`config.mk`:
```
export PLATFORM = sky130hd
export DESIGN_NAME = stream_pack
export DESIGN_NICKNAME = d
export VERILOG_FILES = /design/src/rtl/stream_pack.sv
export SDC_FILE = /design/constraint.sdc
export NUM_CORES = 1
export LEC_CHECK = 0
export ABC_AREA = 0
export BUFFER_PORTS_ARGS = -buffer_cell sky130_fd_sc_hd__buf_2
export CAP_MARGIN = 5
export CORE_AREA = 3 3 137 112
export CTS_CLUSTER_SIZE = 10
export DETAILED_ROUTE_END_ITERATION = 12
export DIE_AREA = 0 0 140 115
export PLACE_DENSITY = 0.43
export SLEW_MARGIN = 0
export SYNTH_ARGS = -nofsm -noshare
export SYNTH_HDL_FRONTEND = slang
export SYNTH_SLANG_ARGS = --single-unit
```
`constraint.sdc`:
```
create_clock -name clk -period 3.59 [get_ports clk]
set_input_delay 0.1795 -clock clk [delete_from_list [all_inputs] [get_ports clk]]
set_output_delay 0.1795 -clock clk [all_outputs]
set_load 0.05 [all_outputs]
```
`src/rtl/stream_pack.sv`:
```
// stream_pack: LZS encode-side bit-stream packer.
//
// Concatenates variable-width codes (1..13 bits, right-justified) MSB-first
// into 16-bit words and hands each word downstream over valid/ready. A flush
// pads the last partial word with zeros, and done pulses once the block is
// closed.
//
// Ports:
//   clk         single clock
//   rst         asynchronous, active-high reset
//   code_data   code bits, right-justified; bits above the width are masked
//   code_width  valid bit count; 0 is a no-op, 14/15 are treated as 13
//   code_valid  a code is presented
//   code_ready  the code is accepted on this edge
//   flush       single-cycle request to drain the accumulator and end the block
//   out_data    packed word, first packed bit in bit 15
//   out_valid   out_data holds a word
//   out_ready   downstream takes the word on this edge
//   busy        accumulator non-empty or flush in progress
//   done        one-cycle pulse after the last flushed word is taken
module stream_pack (
   input  logic        clk,
   input  logic        rst,
   input  logic [12:0] code_data,
   input  logic [3:0]  code_width,
   input  logic        code_valid,
   output logic        code_ready,
   input  logic        flush,
   output logic [15:0] out_data,
   output logic        out_valid,
   input  logic        out_ready,
   output logic        busy,
   output logic        done
);

   typedef enum logic [1:0] {
      S_RUN   = 2'b00,
      S_FLUSH = 2'b01,
      S_DONE  = 2'b11
   } state_t;

   state_t      state_q, state_d;
   logic [31:0] sreg_q, sreg_d;   // valid bits left-aligned at bit 31
   logic [5:0]  cnt_q, cnt_d;     // number of valid bits, 0..32

   logic        emit;
   logic        accept;
   logic [5:0]  width;
   logic [5:0]  bcnt;
   logic [5:0]  shamt;
   logic [31:0] base;
   logic [31:0] code_ext;

   // Widths above 13 saturate to the code width.
   function automatic logic [5:0] eff_width(input logic [3:0] w);
      return (w > 4'd13) ? 6'd13 : {2'b00, w};
   endfunction

   function automatic logic [12:0] code_mask(input logic [5:0] w);
      logic [13:0] m;
      m = (14'd1 << w) - 14'd1;
      return m[12:0];
   endfunction

   assign code_ready = (state_q == S_RUN) && (cnt_q <= 6'd19);
   assign out_valid  = (cnt_q >= 6'd16) || ((state_q == S_FLUSH) && (cnt_q != 6'd0));
   assign out_data   = sreg_q[31:16];
   assign busy       = (cnt_q != 6'd0) || (state_q != S_RUN);
   assign done       = (state_q == S_DONE);

   always_comb begin
      emit     = out_valid && out_ready;
      accept   = code_valid && code_ready;
      width    = eff_width(code_width);
      code_ext = {19'd0, code_data & code_mask(width)};

      // A word leaving shifts the accumulator up; a padded partial word
      // (fewer than 16 bits, only possible while flushing) empties it.
      base = sreg_q;
      bcnt = cnt_q;
      if (emit) begin
         base = sreg_q << 16;
         bcnt = (cnt_q >= 6'd16) ? (cnt_q - 6'd16) : 6'd0;
      end

      // bcnt + width never exceeds 32 here, so shamt stays in 0..32;
      // a shift of 32 only occurs for a zero-width code and yields zero.
      shamt  = 6'd32 - bcnt - width;
      sreg_d = base;
      cnt_d  = bcnt;
      if (accept) begin
         sreg_d = base | (code_ext << shamt);
         cnt_d  = bcnt + width;
      end

      state_d = state_q;
      case (state_q)
         S_RUN: begin
            // A code in the same cycle as flush is absorbed above first.
            if (flush) state_d = S_FLUSH;
         end
         S_FLUSH: begin
            if (cnt_d == 6'd0) state_d = S_DONE;
         end
         S_DONE: begin
            state_d = S_RUN;
            sreg_d  = 32'd0;
            cnt_d   = 6'd0;
         end
         default: begin
            state_d = S_RUN;
            sreg_d  = 32'd0;
            cnt_d   = 6'd0;
         end
      endcase
   end

   always_ff @(posedge clk or posedge rst) begin
      if (rst) begin
         state_q <= S_RUN;
         sreg_q  <= 32'd0;
         cnt_q   <= 6'd0;
      end else begin
         state_q <= state_d;
         sreg_q  <= sreg_d;
         cnt_q   <= cnt_d;
      end
   end

endmodule

```
==> summary.md <==
| Metric | Value |
|---|---|
| Initial antenna violation count | 0 |
| Crit-path max FO | 6 |
| Height of the die | ~120 um |
| Post-DRT Antenna Nets | 0 |
| Synth Area per Inst | 8.23 um^2 |
| Ports | 42 |
| Placement Setup Slack | -0.148 ns |
| Hold WC Path Type | input pin to async pin |
| N_diodes | 0 |
| Share of cells above drive strength 1 | 0.366 |
| Area contributors post-synth | dfrtp_1 25%, nand2_1 4.8%, nor2_1 3.8%, ha_1 3.7%, buf_4 3.3% |
| Iter 0 DRT Violations | between 200 and 300 |
| Area share of the largest cell type after synthesis | 0.247 |
| Mapped Cells | between 400 and 500 |
| Max H-tree Level | 2 |
| Clock Tree Root | clkbuf_16 |
| Seq cells post-synth | 40 |
| GP Congestion | 0.883 |
| Synth area leader | dfrtp_1 |
| Routed wire length | 14,000 um |
| Peak Freq | roughly 0.29 GHz |
| Count leader, synth | nand2_1 |
| Startpoint types | flip-flop |
| Syn_nets | 529 |
| Clock-pin slew on the worst setup and hold paths | approximately 0.060 ns |
| Number of port buffers | 41 |
| Final Slew Violations | 0 |
| Vias | 4,144 |
| Post-synth EDFFs | 0 |
| Post-CTS Hold Buffers | 0 |
| Setup violations, final | 0 |
| Post-synthesis cell area | slightly above 4000 um^2 |
| Nets | 619 |
| GRT overflow | 0 |
| CTS tree | done |
| Tot GR Track Use | 0.169 |
| Final min period | 3.49 ns |
| Crit path capture type | flip-flop |
| Routed WL per cell | ~18 um |
| Max-Cap Viols | 0 |
| TritonCTS Buffers | 5 |
| Post-synth ARST share | 1.00 |
| Area post-placement | 4830 um^2 |
| CTS max path bufs | 2 |
| Worst-Margin Slew | between 0.6 and 0.7 ns |
| Die width | 140 um |
| Fin crit share | 0.973 |
| Fin cells | 768 |
| Core outline area | 14,200 um^2 |
| Final Cell Area | ~5500 um^2 |
| Remaining DRCs | 0 |
| Delay of the slowest critical-path stage | 0.53 ns |
| Fill cells | 1,475 |
| Vias in the first global route | about 4,000 |
| Worst relative slew slack | 0.537 |
| Prevailing post-synth register cell | dfrtp_1 |
| TritonRoute pass-1 iters | 4 |
| Synth warn | 0 |
| Critical path type | flip-flop to flip-flop |
| # rows | 39 |
| Area grow syn2layout | 35.4% |
| Final hold violations | 0 |
| Setup Skew | 0.00652 ns |
| Worst-Skew Late Latency | ~0.28 ns |
| Die area | between 15,000 and 20,000 um^2 |
| Pin count of the biggest net entering global routing | 41 |
| HPWL Detailed | 10,700 um |
| Clock Sinks | 40 |
| Inst Count DP | roughly 750 |
| Setup tns final | 0 ns |
| Req. time, crit path | 3.80 ns |
| First-pass GRT wire length | 21,900 um |
| Sequential area share after synthesis | 0.247 |
| Worst EP arrival | approximately 3.7 ns |
| Via/cell ratio | between 5 and 6 |
| Effective utilization at floorplan | 0.287 |
| Post-synth top cells | 52 x nand2_1, 41 x nor2_1, 40 x dfrtp_1, 26 x a21oi_1, 18 x buf_4 |
| Max stage delay cell, worst path | or4_4 |
| Setup ws final | around 0.096 ns |
| Outcome | complete, no violations |
| Library cells used by synthesis | 85 |
| Cell Chain, Critical Path | or4_4 > nand4_1 > buf_4 > nand2_4 > ha_4 > ha_4 > fa_2 > a21o_1 > a21oi_4 > xor2_4 > buf_4 > nor4_2 > a22oi_1 > a21oi_1 |
[logic make-up (layout without fill, tap and decap cells)]
logic type | count (synthesis) | after routing | synth area share
AO/OA/AOI/OAI | 167 | 167 | 0.308
XOR/XNOR | 11 | 11 | 0.0302
adder cells (fa/ha/maj) | 14 | 14 | 0.0469
buffers and inverters | 72 | 163 | 0.0987
flip-flops | 40 | 40 | 0.247
multiplexers | 17 | 17 | 0.0450
AND/OR/NAND/NOR | 172 | 172 | 0.224
[metal layers]
metal  vias to the layer above  GRT usage  wire [um]
met5                         -          0          0
met3                        12     0.0258        593
met2                        89      0.272       6530
met4                         0     0.0232        127
met1                      2013      0.246       6710
li1                       2030          -          -
[registers in the layout, summed over array words and instances (netlist names)]
signal,cells
sreg_q,32
cnt_q,6
state_q,2
[placed cells by master (no fill, tap or decap), types with 5 or more instances in the layout]
cell       instances
buf_2             41
and2_1             7
o21ai_1            5
dfrtp_1           40
inv_1             14
a32oi_1           10
nand2_1           49
buf_6              7
nor2_1            39
nor3_1             8
a31oi_1           13
ha_4               6
o21ai_0           12
clkbuf_16          6
a211oi_1           6
mux2i_1           10
a21o_1             7
buf_4             85
nand4_1            7
o211ai_1           9
ha_1               6
nand3_1           14
a21oi_1           25
mux2_1             5
o22ai_1            9
[critical path: cells and delay by family (launching register included)]
family / cells / cell delay [ns]
AND/OR/NAND/NOR: 4 / 1.02
AO/OA/AOI/OAI: 4 / 0.79
adder cells (fa/ha/maj): 3 / 0.72
flip-flops: 1 / 0.37
buffers and inverters: 2 / 0.35
XOR/XNOR: 1 / 0.17
[area by class of cell]
class,count,area (um^2),area share
timing repair buffer,136,987,0.180
tap,184,230,0.0419
multi-input combinational,381,3040,0.553
clock buffer,5,125,0.0228
inverter,19,71.3,0.0130
sequential,40,1000,0.182
clock inverter,3,42.5,0.00774
[path summary, 6_finish.rpt]
path,from,endpoint,slack [ns],depth (start not counted)
max in group asynchronous,rst,sreg_q[17]$_DFF_PP0_,3.22,3
worst max register to register,cnt_q[0]$_DFF_PP0_,sreg_q[24]$_DFF_PP0_,0.1,14
min in group clk,flush,state_q[0]$_DFFE_PP0P_,0.11,3
worst min-delay path,rst,cnt_q[5]$_DFF_PP0_,0.009,3
worst max-delay path,cnt_q[0]$_DFF_PP0_,sreg_q[24]$_DFF_PP0_,0.1,14
worst min register to register,sreg_q[8]$_DFF_PP0_,sreg_q[8]$_DFF_PP0_,0.48,2
[what timing repair did]
action,4_1_cts,5_1_grt
resized for setup,11,59
setup buffers,0,10
setup endpoints to repair,19,32
endpoints found under the hold margin,0,0
pin swaps,1,25
cloned,0,1
[stage by stage]
stage,hold slack [ns],utilization
after floorplan,0.304,-
after global placement,0.333,0.341
after detailed placement,0.331,0.341
after CTS,0.0300,0.357
after global routing,0.0634,0.388
final,0.00860,0.388
Power is left out: the tool's default activity adds up to more than one toggle a clock period on the data nets, which glitch-free logic cannot reach.
